===== config.mk =====
export PLATFORM = sky130hd
export DESIGN_NAME = prog_intr_handler
export DESIGN_NICKNAME = d
export VERILOG_FILES = /design/src/rtl/prog_intr_handler_pkg.sv /design/src/rtl/prog_esr_encode.sv /design/src/rtl/prog_intr_handler.sv
export SDC_FILE = /design/constraint.sdc
export NUM_CORES = 1
export LEC_CHECK = 0
export ABC_AREA = 1
export CORE_UTILIZATION = 41
export DETAILED_ROUTE_END_ITERATION = 12
export HOLD_SLACK_MARGIN = 0.05
export PLACE_DENSITY = 0.86
export SETUP_SLACK_MARGIN = 0.5
export SYNTH_ARGS = -nofsm -noshare
export SYNTH_HDL_FRONTEND = slang
export SYNTH_SLANG_ARGS = --single-unit

===== constraint.sdc =====
create_clock -name clk -period 2.94 [get_ports clk]
set_clock_uncertainty 0.05 [all_clocks]
set_input_delay 0.294 -clock clk [delete_from_list [all_inputs] [get_ports clk]]
set_output_delay 0.294 -clock clk [all_outputs]
set_load 0.02 [all_outputs]

===== src/rtl/prog_intr_handler_pkg.sv =====
// prog_intr_handler_pkg: SPR numbers, ESR bit masks and MSR keep-mask for program interrupts
package prog_intr_handler_pkg;
    localparam logic [9:0]  SPRN_SRR0 = 10'd26;
    localparam logic [9:0]  SPRN_SRR1 = 10'd27;
    localparam logic [9:0]  SPRN_ESR  = 10'd62;
    localparam logic [31:0] ESR_PIL   = 32'h0800_0000;
    localparam logic [31:0] ESR_PPR   = 32'h0400_0000;
    localparam logic [31:0] ESR_PTR   = 32'h0200_0000;
    localparam logic [31:0] MSR_KEEP  = 32'h0002_1200;
endpackage


===== src/rtl/prog_esr_encode.sv =====
// prog_esr_encode: priority-encodes {illegal, privilege, trap} into a one-hot ESR value
module prog_esr_encode
    import prog_intr_handler_pkg::*;
(
    input  logic [2:0]  code,
    output logic [31:0] esr
);
    always_comb begin
        esr = code[2] ? ESR_PIL : code[1] ? ESR_PPR : code[0] ? ESR_PTR : '0;
    end
endmodule


===== src/rtl/prog_intr_handler.sv =====
// prog_intr_handler: saves SRR0/SRR1/ESR, redirects to the program vector and acks the detector
module prog_intr_handler
    import prog_intr_handler_pkg::*;
(
    input  logic        clk,
    input  logic        rst,
    input  logic        progErr,
    input  logic [2:0]  progErrCode,
    input  logic [31:0] excPC,
    input  logic [31:0] MSR,
    input  logic [31:0] IVPR,
    input  logic [31:0] IVOR6,
    input  logic        stall,
    output logic        ack,
    output logic        sprWr,
    output logic [9:0]  sprWrAddr,
    output logic [31:0] sprWrData,
    output logic        msrWr,
    output logic [31:0] msrWrData,
    output logic        npcWr,
    output logic [31:0] npcData,
    output logic        flush,
    output logic [15:0] intrCnt
);
    typedef enum logic [2:0] {IDLE, SAVE_SRR0, SAVE_SRR1, SAVE_ESR, REDIRECT, ACK} state_t;

    state_t      state_q, state_d;
    logic [31:0] pc_q, pc_d, msr_q, msr_d, esr;
    logic [2:0]  code_q, code_d;
    logic [15:0] intr_cnt_q, intr_cnt_d;
    logic        go;
    logic        unused_bits;

    assign unused_bits = ^{IVPR[15:0], IVOR6[31:16], IVOR6[3:0]};

    prog_esr_encode u_esr (.code(code_q), .esr(esr));

    always_comb begin
        state_d    = state_q;
        pc_d       = pc_q;
        msr_d      = msr_q;
        code_d     = code_q;
        intr_cnt_d = intr_cnt_q;
        if (!stall) begin
            case (state_q)
                IDLE: if (progErr) begin
                    state_d = SAVE_SRR0;
                    pc_d    = excPC;
                    msr_d   = MSR;
                    code_d  = progErrCode;
                end
                SAVE_SRR0: state_d = SAVE_SRR1;
                SAVE_SRR1: state_d = SAVE_ESR;
                SAVE_ESR:  state_d = REDIRECT;
                REDIRECT:  state_d = ACK;
                ACK: begin
                    state_d    = IDLE;
                    intr_cnt_d = intr_cnt_q + {15'd0, ~&intr_cnt_q};
                end
                default:   state_d = IDLE;
            endcase
        end
    end

    always_ff @(posedge clk) begin
        if (rst) begin
            state_q    <= IDLE;
            pc_q       <= '0;
            msr_q      <= '0;
            code_q     <= '0;
            intr_cnt_q <= '0;
        end else begin
            state_q    <= state_d;
            pc_q       <= pc_d;
            msr_q      <= msr_d;
            code_q     <= code_d;
            intr_cnt_q <= intr_cnt_d;
        end
    end

    // Strobes are masked by rst as well so an abort suppresses the write in the reset cycle itself
    always_comb begin
        go        = !stall && !rst;
        sprWr     = go && (state_q == SAVE_SRR0 || state_q == SAVE_SRR1 || state_q == SAVE_ESR);
        sprWrAddr = !sprWr ? '0 : state_q == SAVE_SRR0 ? SPRN_SRR0 : state_q == SAVE_SRR1 ? SPRN_SRR1 : SPRN_ESR;
        sprWrData = !sprWr ? '0 : state_q == SAVE_SRR0 ? pc_q : state_q == SAVE_SRR1 ? msr_q : esr;
        msrWr     = go && state_q == REDIRECT;
        msrWrData = msrWr ? (msr_q & MSR_KEEP) : '0;
        npcWr     = msrWr;
        npcData   = npcWr ? {IVPR[31:16], IVOR6[15:4], 4'b0} : '0;
        ack       = go && state_q == ACK;
        flush     = state_q != IDLE;
        intrCnt   = intr_cnt_q;
    end
endmodule

# Yosys cells after proc, flatten, opt, wreduce, memory -nomap -nowiden
# Cells that the tools add are included.
totals:
  reg_bits: 86
  latch_bits: 0
  ram_bits: 0
  rom_bits: 0
  out_inout_bits: 127
  elab_cells: 41
  mem_count: 0
op_classes:
  addsub: 1
  n_mul: 0
  div: 0
  order_cmp: 0
  eq_ne: 6
  shift: 0
  n_mux: 13
  n_bitwise: 1
  reduce_logical: 15
ops:
  columns: ["operator", "count"]
  rows:
  - ["$mux 32", 6]
  - ["$mux 26", 1]
  - ["$mux 18", 1]
  - ["$mux 6", 3]
  - ["$add 16x1->16", 1]
  - ["$reduce_and 16->1", 1]
  - ["$pmux 3 s5", 1]
  - ["$eq 3x2->1 const B", 2]
  - ["$eq 3x3->1 const B", 2]
  - ["$logic_and 1x1->1", 4]
  - ["$reduce_and 2->1", 2]
  - ["$eq 3x1->1 const B", 1]
  - ["$logic_not 1->1", 3]
  - ["$logic_not 3->1", 1]
  - ["$mux 3", 1]
  - ["$reduce_and 3->1", 1]
  - ["$reduce_bool 3->1", 1]
  - ["$logic_or 1x1->1", 2]
  - ["$ne 2x2->1 const B", 1]
  - ["$not 1->1", 1]

# Longest topological paths before layout
logic_depth:
  word_depth: 6
  depth_mapped: 14

# Modules after synthesis
# A second synthesis with hierarchy kept.
unflattened:
  hier_cells: 763
  area_unflattened_um2: 4869.7
modules_own_cells:
  columns: ["module", "instances", "cells_each", "area_each_um2", "seq_area_each_um2"]
  rows:
  - ["prog_intr_handler", 1, 728, 4620.7, 1721.7]
  - ["prog_esr_encode", 1, 35, 249.0, 0.0]

# Worst setup path before layout
# Ideal clock, no wire load.
synth_path:
  kind: "register to output"
  from: "reg state_q[1]"
  to: "out sprWrData[31]"
  arrival_ns: 1.615
  path_slack_ns: 0.981
  path_stages_with_launch: 5
  path_buffers: 1
  path_cell_list: "dfxtp_1 buf_6 nor2_4 nor3_2 a21boi_0"
synth_between:
  elab_chain_len: 5
  word_cells_on_any_way: 9
  cone_classes: "3 x eq/ne; 3 x mux; 3 x reduce/logical"
synth_lines:
  columns: ["element", "line_no", "source"]
  rows:
  - ["from (decl)", "prog_intr_handler.sv:27", "state_t state_q, state_d;"]
  - ["from (signal assigned)", "prog_intr_handler.sv:73", "state_q <= state_d;"]
  - ["$eq 3x1->1 or $eq 3x2->1 (tied branches)", "prog_intr_handler.sv:84", "sprWr = go && (state_q == SAVE_SRR0 || state_q == SAVE_SRR1 || state_q == SAVE_ESR);"]
  - ["$logic_or 1x1->1", "prog_intr_handler.sv:84", null]
  - ["$logic_or 1x1->1 *", "prog_intr_handler.sv:84", null]
  - ["$logic_and 1x1->1 *", "prog_intr_handler.sv:84", null]
  - ["net sprWr", "prog_intr_handler.sv:15", "output logic sprWr,"]
  - ["$mux 32 *", "prog_intr_handler.sv:86", "sprWrData = !sprWr ? '0 : state_q == SAVE_SRR0 ? pc_q : state_q == SAVE_SRR1 ? msr_q : esr;"]
  - ["to (decl)", "prog_intr_handler.sv:17", "output logic [31:0] sprWrData,"]
# The timed path passes the listed nets; every way through them passes the cells marked *.

# Final worst setup path
layout_path:
  from: "in stall"
  to: "out npcData[26]"
layout_between:
  elab_chain_len: 4
layout_lines:
  columns: ["element", "line_no", "source"]
  rows:
  - ["from (decl)", "prog_intr_handler.sv:13", "input logic stall,"]
  - ["$logic_not 1->1", "prog_intr_handler.sv:83", "go = !stall && !rst;"]
  - ["$logic_and 1x1->1", "prog_intr_handler.sv:83", null]
  - ["$logic_and 1x1->1", "prog_intr_handler.sv:87", "msrWr = go && state_q == REDIRECT;"]
  - ["$mux 32", "prog_intr_handler.sv:90", "npcData = npcWr ? {IVPR[31:16], IVOR6[15:4], 4'b0} : '0;"]
  - ["to (decl)", "prog_intr_handler.sv:21", "output logic [31:0] npcData,"]
# Every way passes these cells.

==> flow_summary.toml <==
[status]
status = "completed"

[logic_synthesis]
netlist_instances = 648
synthTopCellsByArea = "sky130_fd_sc_hd__dfxtp_1 39%, sky130_fd_sc_hd__nor2_1 12%, sky130_fd_sc_hd__o21ai_1 7.9%, sky130_fd_sc_hd__buf_4 7.6%, sky130_fd_sc_hd__inv_1 6.8%"
yosysSeqAreaShare_pct = 38.8
synth_area_per_cell_sq_um = 6.84
post-synth-top-area-fraction_pct = 38.8
synth_enable_flop_cells = 0
synth_top_cell_by_area = "sky130_fd_sc_hd__dfxtp_1"
synth_cell_type_count = 38
synth_area_sq_um = 4430
postSynth.topFlopCell = "sky130_fd_sc_hd__dfxtp_1"
async_sr_flop_fraction_pct = 0
synth.ff_latch_count = 86
yosysWarningCount = 0

[floorplanning]
floorplan.initialDensity_pct = 42.6
area_enclosed_by_the_die_boundary_sq_um = 11200
floorplan.core_area_sq_um = 10400
die_y_microns = 106
ports_placed_on_the_boundary = 262
die_w_microns = 106
placement_rows = 37

[route]
avgRoutedWirePerCell_microns = 12.6
drt_pass1_iterations = 4
initialDrtViolationCount = 197
drt_wl_total_mm = 12.1
postRouteAntennaNets = 0
drt-vias-per-instance = 4.65
num_vias = 4458
drt_drc_violations_left = 0

[placement]
buffer_ports.inserted = 188
detailed_place.area_sq_um = 6180
place.detailed.hpwl_mm = 8.85
gp_congestion = 0.866

[grt]
groute.usage.overall_pct = 20.8
grt_start_max_net_pins = 53
via_count_of_the_first_global_routing_pass = 3858
grt_antenna_before_repair = 0
grt_remaining_overflow = 0
grt_first_pass_wirelength_mm = 18.6

[sta]
max_slew_violations = 0
rsz0062_at_grt = "yes"
tightest_slew_ns = 0.641
hold_violations = 0
fmaxAchievable_ghz = 0.421
tns_ns = 0
final.min_clock_period_ns = 2.37
max_slew_margin_pct = 57.2
final_min_period_over_clock_period_pct = 80.8
setup_viol = 0

[run]
count_of_maximum_capacitance_violations = 0

[cts]
clock_path_buffers = 2
h-tree-depth = 3
buffer_type_at_the_clock_tree_root = "sky130_fd_sc_hd__clkbuf_8"
cts_tree = "done"
clk_latency_ns = 0.35
cts.sinks = 86
path_clk_slew_ns = 0.09
postCtsSetupRepairBufs = 0
cts-buffers-inserted = 9
cts_hold_repair.buffers = 0

[cells_and_area]
post-route-cell-area_sq_um = 6120
filler_cell_count = 1005
area_growth_syn_to_layout_pct = 38.0
final_net_count = 957
post_route_cells_drive_above_1_share_pct = 12.3
insertedDiodeCount = 0

[worst_setup_path]
critical_path.cell_chain = "clkdlybuf4s50_1, nor2_2, inv_1, nor2_4, inv_1, buf_4, nor2_1, clkdlybuf4s15_1"
critPathLaunch = "stall"
critical_path_s_slowest_cell = "sky130_fd_sc_hd__clkdlybuf4s50_1"
origin_of_the_critical_flop_to_flop_path = "intrCnt[7]"
path_class = "input pin to output pin"
timing.critical_path.from_type = "input pin"
crit_path_frequent_cell = "sky130_fd_sc_hd__inv_1"
cp_data_required_time_ns = 2.60
crit_path_max_incr_delay_ns = 0.51
critical_path.reg2reg.endpoint = "intrCnt[8]"
critical_path.endpoint = "npcData[26]"
worst-r2r-cell-count = 14
r2r_setup_slack_ns = 0.80
timing.critical_path.arrival_ns = 2.03
critical_path_peak_fanout = 31
critical_path.endpoint_type = "output pin"

[power_and_ir_drop]
irDropWorstVdd_uv = 235
leakage_power_figure_nw = 2.62
power.density_nw_per_um2 = 422

[worst_hold_path]
hold_path.class = "flip-flop to flip-flop"
==> where the power goes <==
part           switching (W)  internal [W]
clock network       0.000440      0.000394
registers          0.0000348       0.00124
logic               0.000260      0.000212
total               0.000735       0.00185
==> sequential cells by signal, summed over array words and instances, names as in the netlist <==
signal	count
code_q	3
pc_q	32
intrCnt	16
state_q	3
msr_q	32
==> worst max-delay path: cells and delay by family <==
kind                   cells  cell delay, ns
buffers and inverters      5            1.27
AND/OR/NAND/NOR            3            0.46
==> area by class of cell <==
class                   count  area, sq um  share of cell area [%]
well taps                 136          170                    2.78
flip-flops and latches     86         1730                    28.2
inverters                  85          322                    5.26
clock inverters             6         68.8                    1.12
multi-input cells         440         2010                    32.9
clock buffers               9          124                    2.02
repair buffers            197         1690                    27.7
==> worst min path at each step <==
stage,start,endpoint,slack (ns),cells past startpoint
floorplan,rst,state_q[2],0.31,1
global placement,pc_q[8],pc_q[8],0.38,2
detailed placement,pc_q[10],pc_q[10],0.39,2
CTS,pc_q[10],pc_q[10],0.40,2
global route,pc_q[1],pc_q[1],0.42,2
finish,pc_q[7],pc_q[7],0.40,2
==> cells by family (layout without fill, tap and decap cells) <==
logic type,after synthesis,count (layout),synth area share (%)
buf+inv,158,297,19.3
simple gates,248,248,23.4
flops,86,86,38.8
other cells,1,37,0.0846
compound gates,152,152,17.5
fa+ha+maj,3,3,0.847
==> placed cells by master (no fill, tap or decap), types with 2 or more instances in the layout <==
cell type                           n
sky130_fd_sc_hd__nor2_1           134
sky130_fd_sc_hd__clkdlybuf4s50_1  120
sky130_fd_sc_hd__dfxtp_1           83
sky130_fd_sc_hd__inv_1             80
sky130_fd_sc_hd__nand2_1           77
sky130_fd_sc_hd__o21ai_1           70
sky130_fd_sc_hd__clkbuf_2          53
sky130_fd_sc_hd__a21oi_1           42
sky130_fd_sc_hd__conb_1            37
sky130_fd_sc_hd__o21ai_0           32
sky130_fd_sc_hd__nand3_1           15
sky130_fd_sc_hd__dlygate4sd2_1     13
sky130_fd_sc_hd__clkbuf_8           9
sky130_fd_sc_hd__nor2_2             7
sky130_fd_sc_hd__buf_4              7
sky130_fd_sc_hd__inv_2              4
sky130_fd_sc_hd__o22ai_1            4
sky130_fd_sc_hd__nor2_4             3
sky130_fd_sc_hd__ha_1               3
sky130_fd_sc_hd__dfxtp_2            3
sky130_fd_sc_hd__nand4_1            2
sky130_fd_sc_hd__inv_6              2
sky130_fd_sc_hd__clkdlybuf4s15_1    2
sky130_fd_sc_hd__buf_12             2
==> Yosys cell counts, drive strengths merged, types with 2 or more instances <==
cell type	number
ha	3
dfxtp	86
nand2	79
nand3	17
clkbuf	8
inv	84
nor2	145
buf	65
o22ai	4
a21oi	42
o21ai	102
nand4	2
nor3	2
==> timing repair <==
item | 4_1_cts | 5_1_grt
setup endpoints to repair | 69 | 59
gates cloned | 0 | 0
gates resized for setup | 76 | 119
pin swaps | 0 | 0
==> per-stage QoR <==
| step | total power (W) | util, % | hold slack, ns | setup WS, ns | instances |
|---|---|---|---|---|---|
| 2_1_floorplan | 0.00163 | - | 0.313 | 0.981 | 684 |
| 3_3_place_gp | 0.00177 | 59.3 | 0.383 | 0.157 | 944 |
| 3_5_place_dp | 0.00178 | 59.3 | 0.389 | 0.119 | 944 |
| 4_1_cts | 0.00261 | 60.6 | 0.402 | 0.482 | 959 |
| 5_1_grt | 0.00271 | 58.7 | 0.419 | 0.451 | 959 |
| 6_report | 0.00258 | 58.7 | 0.402 | 0.566 | 959 |
==> per-layer routing <==
| layer | routed length [microns] | GRT usage [%] |
|---|---|---|
| met1 | 5080 | 24.3 |
| met4 | 349 | 9.33 |
| met5 | 0 | 0 |
| met2 | 5980 | 37.4 |
| met3 | 665 | 3.00 |
(Power assumes the default switching activity.)
